--- config.mk ---
export PLATFORM = sky130hd
export DESIGN_NAME = data_sram_bridge
export DESIGN_NICKNAME = d
export VERILOG_FILES = /design/src/rtl/data_sram_bridge.sv
export SDC_FILE = /design/constraint.sdc
export NUM_CORES = 1
export LEC_CHECK = 0
export ABC_AREA = 0
export ABC_CLOCK_PERIOD_IN_PS = 1600
export BUFFER_PORTS_ARGS = -buffer_cell sky130_fd_sc_hd__buf_2
export CORE_MARGIN = 5
export CORE_UTILIZATION = 40
export CTS_CLUSTER_SIZE = 25
export DETAILED_ROUTE_END_ITERATION = 10
export HOLD_SLACK_MARGIN = 0.1
export PLACE_DENSITY = 0.75
export SYNTH_ARGS = -nofsm -noshare
export SYNTH_HDL_FRONTEND = slang
export SYNTH_SLANG_ARGS = --single-unit
--- constraint.sdc ---
create_clock -name clk -period 1.6 [get_ports clk]
set_input_delay 0.32 -clock clk [delete_from_list [all_inputs] [get_ports clk]]
set_output_delay 0.32 -clock clk [all_outputs]
set_load 0.02 [all_outputs]
--- src/rtl/data_sram_bridge.sv ---
// data_sram_bridge
//   Converts the CPU M-stage single-cycle data access into an SRAM-like
//   req/addr_ok/data_ok bus transaction. The pipeline is stalled while a
//   transaction is outstanding. A flush during a transaction marks its result
//   for discard; the bus transaction still runs to completion.
//
//   Optional build macro: DSRAM_ADDR_MAP_EN
//     When it is defined, kseg0/kseg1 addresses (top bits 3'b100 / 3'b101) are
//     mapped to physical addresses by clearing the top three bits.
//     When it is undefined, the address passes through unchanged.
//
// Ports
//   clk, rst              clock (rising edge) and synchronous active-high reset
//   memenM, memwriteM     M-stage access enable and byte write enables (0000 = read)
//   aluoutM, writedataM   effective address and lane-aligned store data
//   flushM                M stage is being flushed
//   readdataM             registered load data returned to the core
//   stallM                combinational pipeline freeze
//   data_req/wr/size/addr/wdata   bus request side
//   data_addr_ok/data_ok/rdata    bus response side

module data_sram_bridge #(
    parameter int unsigned ADDR_W = 32,
    parameter int unsigned DATA_W = 32
) (
    input  logic              clk,
    input  logic              rst,
    input  logic              memenM,
    input  logic [3:0]        memwriteM,
    input  logic [ADDR_W-1:0] aluoutM,
    input  logic [DATA_W-1:0] writedataM,
    input  logic              flushM,
    output logic [DATA_W-1:0] readdataM,
    output logic              stallM,
    output logic              data_req,
    output logic              data_wr,
    output logic [1:0]        data_size,
    output logic [ADDR_W-1:0] data_addr,
    output logic [DATA_W-1:0] data_wdata,
    input  logic              data_addr_ok,
    input  logic              data_data_ok,
    input  logic [DATA_W-1:0] data_rdata
);

    typedef enum logic [1:0] {
        StIdle = 2'd0,
        StReq  = 2'd1,
        StWait = 2'd2,
        StDone = 2'd3
    } state_t;

    state_t            stateQ, stateD;
    logic              discardQ, discardD;
    logic [DATA_W-1:0] readdataQ, readdataD;
    logic [ADDR_W-1:0] addrQ, addrD;
    logic [DATA_W-1:0] wdataQ, wdataD;
    logic              wrQ, wrD;
    logic [1:0]        sizeQ, sizeD;
    logic              reqComb;
    logic              stallComb;

    // Transfer size from the byte-enable pattern; irregular patterns fall back to word.
    function automatic logic [1:0] sizeOf(input logic [3:0] be);
        logic [1:0] sz;
        case (be)
            4'b1111, 4'b0000:                   sz = 2'd2;
            4'b0011, 4'b1100:                   sz = 2'd1;
            4'b0001, 4'b0010, 4'b0100, 4'b1000: sz = 2'd0;
            default:                            sz = 2'd2;
        endcase
        return sz;
    endfunction

    function automatic logic [ADDR_W-1:0] mapAddr(input logic [ADDR_W-1:0] va);
        logic [ADDR_W-1:0] pa;
        pa = va;
`ifdef DSRAM_ADDR_MAP_EN
        // kseg0 (100) and kseg1 (101) are unmapped windows onto physical memory.
        if (va[ADDR_W-1 -: 3] == 3'b100 || va[ADDR_W-1 -: 3] == 3'b101) begin
            pa[ADDR_W-1 -: 3] = 3'b000;
        end
`endif
        return pa;
    endfunction

    always_comb begin
        stateD    = stateQ;
        discardD  = discardQ;
        readdataD = readdataQ;
        addrD     = addrQ;
        wdataD    = wdataQ;
        wrD       = wrQ;
        sizeD     = sizeQ;
        reqComb   = 1'b0;
        stallComb = 1'b0;

        case (stateQ)
            StIdle: begin
                if (memenM && !flushM) begin
                    stallComb = 1'b1;
                    addrD     = mapAddr(aluoutM);
                    wdataD    = writedataM;
                    wrD       = |memwriteM;
                    sizeD     = sizeOf(memwriteM);
                    discardD  = 1'b0;
                    stateD    = StReq;
                end
            end
            StReq: begin
                reqComb   = 1'b1;
                stallComb = 1'b1;
                if (flushM) begin
                    discardD = 1'b1;
                end
                if (data_addr_ok) begin
                    stateD = StWait;
                end
            end
            StWait: begin
                stallComb = 1'b1;
                if (flushM) begin
                    discardD = 1'b1;
                end
                if (data_data_ok) begin
                    // A flush arriving together with data_ok also kills the result.
                    if (discardQ || flushM) begin
                        discardD = 1'b0;
                        stateD   = StIdle;
                    end else begin
                        if (!wrQ) begin
                            readdataD = data_rdata;
                        end
                        stateD = StDone;
                    end
                end
            end
            StDone: begin
                // One cycle with the stall released so the M instruction retires.
                stateD = StIdle;
            end
            default: begin
                stateD = StIdle;
            end
        endcase
    end

    always_ff @(posedge clk) begin
        if (rst) begin
            stateQ    <= StIdle;
            discardQ  <= 1'b0;
            readdataQ <= '0;
            addrQ     <= '0;
            wdataQ    <= '0;
            wrQ       <= 1'b0;
            sizeQ     <= 2'd0;
        end else begin
            stateQ    <= stateD;
            discardQ  <= discardD;
            readdataQ <= readdataD;
            addrQ     <= addrD;
            wdataQ    <= wdataD;
            wrQ       <= wrD;
            sizeQ     <= sizeD;
        end
    end

    assign readdataM  = readdataQ;
    assign stallM     = stallComb;
    assign data_req   = reqComb;
    assign data_wr    = wrQ;
    assign data_size  = sizeQ;
    assign data_addr  = addrQ;
    assign data_wdata = wdataQ;

endmodule

==> flow_metrics.env, run 1 <==
export IMPL_layoutNonFillerInstCount=811
export IMPL_drt_total_wl_mm=10.98
export IMPL_clockBufferDepth=2
export IMPL_worst_slew_pin_slew_ps=308.5
export IMPL_worst_r2r_startpoint="stateQ[0]"
export IMPL_grt_first_pass_wirelength_mm=16.37
export IMPL_pwr_density_cell_nw_per_um2=1136
export IMPL_route_detailed_wl_per_inst_um=13.54
export IMPL_syn_nets=578
export IMPL_total_power_mw=6.315
export IMPL_hold_class="primary input to flip-flop"
export IMPL_crit_end_category="flip-flop"
export IMPL_reg2reg_setup_slack_ps=-20
export IMPL_slowest_stage="and3b_2"
export IMPL_placement_stage_worst_setup_slack_ps=-27.41
export IMPL_post_synth_fa_ha_maj_area_fraction=0.01904
export IMPL_async_flop_share=0
export IMPL_globalRouteOverflowTotal=0
export IMPL_holdWs_ps=192.3
export IMPL_critical_path_startpoint="stateQ[0]"
export IMPL_crit_path_start_kind="flip-flop"
export IMPL_vias_per_cell=4.704
export IMPL_layout_setup_ws_ps=-24.68
export IMPL_worst_path_most_repeated_cell="buf_6"
export IMPL_die_w_um=109.3
export IMPL_synth_simple_gate_area_frac=0.2329
export IMPL_effective_utilization_at_floorplan=0.4072
export IMPL_numCtsBuffers=9
export IMPL_std_cell_rows=36
export IMPL_cellLeakagePower_nw=2.518
export IMPL_min_period_ps=1625
export IMPL_drt_first_pass_iters=6
export IMPL_count_of_max_cap_constraint_violations=0
export IMPL_clock_skew_ps=12.41
export IMPL_synth_distinct_cells=30
export IMPL_capture_instance_of_the_worst_register_to_register_path="readdataM[0]"
export IMPL_rsz0062_at_grt="true"
export IMPL_detail_placement_hpwl_mm=7.625
export IMPL_crit_chain="inv_2, buf_6, ha_4, nor3b_4, and3b_2, buf_6, nand2_1, a21oi_1"
export IMPL_worst_ep_required_time_ps=1880
export IMPL_synth_xor_area_share=0
export IMPL_clock_tree_htree_level_count=3
export IMPL_vias=3815
export IMPL_ios=207
export IMPL_ant_nets=0
export IMPL_critical_path_class="flip-flop to flip-flop"
export IMPL_finalMaxSlewViolations=0
export IMPL_synth_edff_count=0
export IMPL_maxSlewHeadroom=0.7944
export IMPL_dieArea_sq_um=11950
export IMPL_cts_num_sinks=102
export IMPL_fin_tns_setup_ps=-386.1
export IMPL_antennaDiodeCount=0
export IMPL_slowest_delay_ps=340
export IMPL_design_core_area_sq_um=9684
export IMPL_fraction_of_the_yosys_area_taken_by_sequential_cells=0.5178
export IMPL_finalHoldViolCount=0
export IMPL_first_global_vias=3680
export IMPL_area_growth_pct=41.02
export IMPL_drt_drc_violations_left=0
export IMPL_power_ir_vdd_worst_mv=0.4672
export IMPL_finalWeightedCongestion=0.7685
export IMPL_status="finished, violations left"
export IMPL_synthMuxAreaShare=0.002538
export IMPL_share_of_the_synthesized_area_in_compound_gates_ao_oa_aoi_oai=0.1726
export IMPL_numPortBuffers=206
export IMPL_post_synth_cell_area_avg_sq_um=8.463
export IMPL_final_net_count=786
export IMPL_cts_hold_buffers_added=0
export IMPL_clockRootBuffer="clkbuf_8"
export IMPL_synthCells=466
export IMPL_tritoncts="built"
export IMPL_first_iter_violations=282
export IMPL_clk_transition_reported_paths_ps=100
export IMPL_synth_top_flop_cell="dfxtp_1"
export IMPL_reg2reg_depth=8
export IMPL_hold_path_startpoint="data_rdata[29]"
export IMPL_cp_arrival_ps=1910
export IMPL_post_synth_instance_area_sq_um=3944
export IMPL_clk_insertion_delay_late_ps=350
export IMPL_clock_fmax_mhz=615.5
export IMPL_synth_top_family_by_area="simple AND/OR/NAND/NOR gates"
export IMPL_period_share=1.015
export IMPL_failed_checks="negative setup slack"
export IMPL_timing_final_setup_violations=29
export IMPL_grt_resource_usage_total=0.1699
export IMPL_die_y_um=109.3
export IMPL_worstSetupEndpoint="readdataM[0]"
export IMPL_synthesis_yosys_warnings=0
export IMPL_synth_seq_cells=102
export IMPL_drive_above_1_share=0.4794
export IMPL_numPlacedInstances=783
export IMPL_antenna_found_initial=0
export IMPL_pin_count_of_the_biggest_net_entering_global_routing=68
export IMPL_crit_fanout=8
[cell usage in the layout, fill, tap and decap left out]
master	count
nor2_4	1
a211oi_1	1
o21ai_0	1
nor2b_1	1
ha_2	1
buf_2	203
mux2i_1	1
o221a_2	1
and3b_2	1
a311oi_1	1
inv_2	3
nor2_1	9
buf_4	11
clkinv_2	3
ha_1	2
a221oi_2	1
nor2_2	2
clkinvlp_4	1
clkbuf_16	3
nor3b_4	1
a221o_1	1
clkbuf_8	11
buf_12	8
nand3_1	1
dfxtp_1	100
a21oi_2	31
nand3b_1	2
nand2_1	162
dfxtp_2	2
nand2_4	5
inv_1	1
buf_6	4
nor3_1	2
a211oi_2	2
nand2b_4	1
a21oi_1	68
nand2_2	26
ha_4	3
[power breakdown]
| group | internal [mW] | switching, mW |
|---|---|---|
| Sequential | 2.76 | 0.111 |
| Combinational | 0.855 | 1.14 |
| Clock | 0.635 | 0.815 |
[cells by family after synthesis]
logic type,Yosys count
AND/OR/NAND/NOR,214
buffers and inverters,36
flip-flops,102
multiplexers,1
adder cells (fa/ha/maj),6
AO/OA/AOI/OAI,107
[layer usage]
layer,vias to the layer above,track usage,wire [um],share of wire
met1,1733,0.1774,4403,0.40
met2,147,0.3171,5349,0.49
li1,1924,-,-,-
met4,0,0.06144,122,0.011
met3,11,0.05461,1105,0.10
met5,-,0,0,0
[registers in the layout, indices dropped and copies added (netlist names)]
register    count
data_size       2
data_wr         1
data_addr      32
stateQ          2
data_wdata     32
discardQ        1
readdataM      32
[worst max-delay path, delay by kind of cell (launching register included)]
| family | cells | cell delay (ps) |
|---|---|---|
| and+or+nand+nor | 3 | 640 |
| buffers and inverters | 3 | 360 |
| DFF | 1 | 330 |
| adders and majority gates | 1 | 120 |
| AOI/OAI and AO/OA | 1 | 110 |
[final cells by class]
class / count / area (sq um)
timing repair buffer: 229 / 1379
clock buffer: 11 / 151.4
tap: 133 / 166.4
fill: 880 / 4123
clock inverter: 4 / 22.52
multi-input combinational: 328 / 1783
sequential: 102 / 2044
inverter: 4 / 15.01
[worst min path at each step]
stage | slack (ps) | cells past startpoint | to
finish | 190 | 3 | readdataM[29]
global route | 170 | 3 | readdataM[19]
CTS | 170 | 3 | readdataM[21]
detailed placement | 440 | 2 | data_addr[20]
global placement | 440 | 2 | data_wdata[23]
floorplan | 450 | 2 | readdataM[10]
[stage by stage]
stage	instance area (sq um)	util
5_1_grt	5562	0.5743
6_report	5562	0.5743
3_3_place_gp	5115	0.5282
2_1_floorplan	3951	-
4_1_cts	5356	0.5531
3_5_place_dp	5115	0.5282
[synthesized netlist by cell type, types with 2 or more instances]
library cell	count	area [sq um]
dfxtp_1	102	2042
nand2_2	30	187.7
buf_2	9	45.04
inv_1	3	11.26
buf_1	2	7.510
buf_12	3	60.06
ha_1	6	75.07
clkbuf_1	13	48.80
a21oi_2	30	262.8
nor2_1	11	41.29
nor3_1	2	10.01
a211oi_1	3	22.52
nand3b_1	2	15.01
buf_4	4	30.03
nand2_1	163	611.8
a21oi_1	69	345.3
[timing repair]
item / 4_1_cts / 5_1_grt
resized for setup: 10 / 16
buffers inserted: 5 / 4
pin swaps: 2 / 6
cloned: 0 / 4
setup endpoints to repair: 3 / 39
Note: power is estimated with default switching activity, not from simulation.
==> run 2: changes to the inputs <==
--- a/config.mk
+++ b/config.mk
@@ -6,14 +6,13 @@
 export NUM_CORES = 1
 export LEC_CHECK = 0
 export ABC_AREA = 0
-export ABC_CLOCK_PERIOD_IN_PS = 1600
+export ABC_CLOCK_PERIOD_IN_PS = 2000
 export BUFFER_PORTS_ARGS = -buffer_cell sky130_fd_sc_hd__buf_2
 export CORE_MARGIN = 5
-export CORE_UTILIZATION = 40
+export CORE_UTILIZATION = 35
 export CTS_CLUSTER_SIZE = 25
 export DETAILED_ROUTE_END_ITERATION = 10
 export HOLD_SLACK_MARGIN = 0.1
-export PLACE_DENSITY = 0.75
 export SYNTH_ARGS = -nofsm -noshare
 export SYNTH_HDL_FRONTEND = slang
 export SYNTH_SLANG_ARGS = --single-unit
==> constraint.sdc (replaced) <==
create_clock -name clk -period 2 [get_ports clk]
set_input_delay 0.4 -clock clk [delete_from_list [all_inputs] [get_ports clk]]
set_output_delay 0.4 -clock clk [all_outputs]
set_load 0.02 [all_outputs]
==> flow_metrics.env, run 2 (same netlist as run 1, synthesis figures left out) <==
export IMPL_clock_skew_ps=7.479
export IMPL_ios=207
export IMPL_num_fill_cells=1085
export IMPL_numPortBuffers=206
export IMPL_crit_path_start_kind="flip-flop"
export IMPL_effective_utilization_at_floorplan=0.3606
export IMPL_hold_class="primary input to flip-flop"
export IMPL_critical_path_class="flip-flop to output pin"
export IMPL_power_clock_fraction=0.338
export IMPL_clockRootBuffer="clkbuf_16"
export IMPL_pwr_density_cell_nw_per_um2=1009
export IMPL_first_iter_violations=276
export IMPL_cellLeakagePower_nw=2.423
export IMPL_worstPathBufferInverterCount=3
export IMPL_vias_per_cell=4.648
export IMPL_rsz0062_at_grt="false"
export IMPL_slowest_stage="dfxtp_1"
export IMPL_power_ir_vdd_worst_mv=0.5093
export IMPL_grt_first_pass_wirelength_mm=16.79
export IMPL_crit_end_category="output pin"
export IMPL_dieArea_sq_um=13490
export IMPL_total_power_mw=5.455
export IMPL_slowest_delay_ps=360
export IMPL_post_route_util=0.4945
export IMPL_commonest_non_fill_non_tap_cells_in_the_layout="205 x buf_2, 163 x nand2_1, 102 x dfxtp_1"
export IMPL_numCtsBuffers=9
export IMPL_power_combinational_fraction=0.239
export IMPL_worst_slew_pin_slew_ps=336.2
export IMPL_cts_num_sinks=102
export IMPL_cts_post_setup_buffers_inserted=0
export IMPL_finalHoldViolCount=0
export IMPL_clock_tree_htree_level_count=3
export IMPL_clockBufferDepth=2
export IMPL_tritoncts="built"
export IMPL_ant_nets=0
export IMPL_most_common_cell_after_layout_fill_and_taps_aside="buf_2"
export IMPL_final_net_count=771
export IMPL_fin_tns_setup_ps=0
export IMPL_count_of_max_cap_constraint_violations=0
export IMPL_globalRouteOverflowTotal=0
export IMPL_area_growth_pct=37.12
export IMPL_drt_total_wl_mm=10.88
export IMPL_status="finished, final reports clean"
export IMPL_worst_ep_required_time_ps=1600
export IMPL_design_core_area_sq_um=10940
export IMPL_power_switching_share=0.2982
export IMPL_cp_arrival_ps=1450
export IMPL_p_seq_frac=0.423
export IMPL_clk_transition_reported_paths_ps=60
export IMPL_layout_setup_ws_ps=145.2
export IMPL_clk_insertion_delay_late_ps=330
export IMPL_placement_stage_worst_setup_slack_ps=336.8
export IMPL_crit_fanout=5
export IMPL_drive_above_1_share=0.4488
export IMPL_first_global_vias=3572
export IMPL_maxSlewHeadroom=0.7758
export IMPL_holdWs_ps=296.3
export IMPL_period_share=0.9274
export IMPL_die_y_um=116.2
export IMPL_timing_final_setup_violations=0
export IMPL_die_w_um=116.2
export IMPL_finalWeightedCongestion=0.7384
export IMPL_antennaDiodeCount=0
export IMPL_finalMaxSlewViolations=0
export IMPL_cp_top_family="flip-flops"
export IMPL_vias=3737
export IMPL_std_cell_rows=38
export IMPL_pin_count_of_the_biggest_net_entering_global_routing=52
export IMPL_drt_first_pass_iters=4
export IMPL_route_detailed_wl_per_inst_um=13.53
export IMPL_antenna_found_initial=0
export IMPL_crit_chain="inv_2, ha_4, inv_2, nor2_4, nor2_1, nor2_1, buf_2"
export IMPL_detail_placement_hpwl_mm=8.003
export IMPL_grt_resource_usage_total=0.1540
export IMPL_total_switching_power_mw=1.627
export IMPL_drt_drc_violations_left=0
export IMPL_multiInputGateArea_sq_um=1703
export IMPL_p_int_mw=3.828
export IMPL_min_period_ps=1855
export IMPL_register_area_sq_um=2042
export IMPL_clock_fmax_mhz=539.1
## run 2: changes by cell type in the layout (fill, tap and decap cells not counted), moves of 3 or more
cell / before / now
ha_1: 2 / 5
nand2_4: 5 / 0
nand2_2: 26 / 30
buf_12: 8 / 5
clkbuf_8: 11 / 1
clkbuf_16: 3 / 9
buf_4: 11 / 4
buf_6: 4 / 0
## run 2: routing by layer
metal,track usage,routed length (um)
met1,0.1930,4551
met2,0.2455,4946
met3,0.06684,1291
met4,0.03790,90
met5,0,0
## run 2: cell type report
| cell class | instances | area share |
|---|---|---|
| Clock buffer | 12 | 0.04558 |
| Clock inverter | 4 | 0.01296 |
| Inverter | 4 | 0.002776 |
| Multi-Input combinational cell | 328 | 0.3149 |
| Sequential cell | 102 | 0.3776 |
| Tap cell | 140 | 0.03239 |
| Timing Repair Buffer | 214 | 0.2138 |
## run 2: power by group through the flow
stage                     Combinational, mW  Clock (mW)  Sequential, mW
after floorplan                       0.647           0            2.54
after global placement                 1.28           0            2.34
after detailed placement               1.29           0            2.35
after CTS                              1.30        1.90            2.31
after global routing                   1.43        1.99            2.33
final                                  1.30        1.84            2.31
## run 2: path summary, 6_finish.rpt
kind	start	to	slack, ps	cells after the start
worst max-delay path	stateQ[0]	stallM	150	7
worst min register to register	data_wdata[6]	data_wdata[6]	450	2
worst max register to register	stateQ[0]	readdataM[30]	360	7
worst min-delay path	data_rdata[12]	readdataM[12]	300	3
## run 2: what timing repair did
item                       CTS  global route
hold buffers                 0             0
gates resized for setup      1             3
setup endpoints to repair    1             1
## run 2: through the flow
stage          instance area, sq um  instances
3_3_place_gp                   5079        788
4_1_cts                        5398        804
6_report                       5408        804
3_5_place_dp                   5079        788
2_1_floorplan                  3944        466
5_1_grt                        5408        804
## run 2: worst register-to-register path, cell delays in order, from the launching register on
cell     delay, ps
dfxtp_1        360
inv_2          110
ha_1           160
nor3b_2        260
and3b_2        250
buf_12         220
nand2_1        100
a21oi_1        120
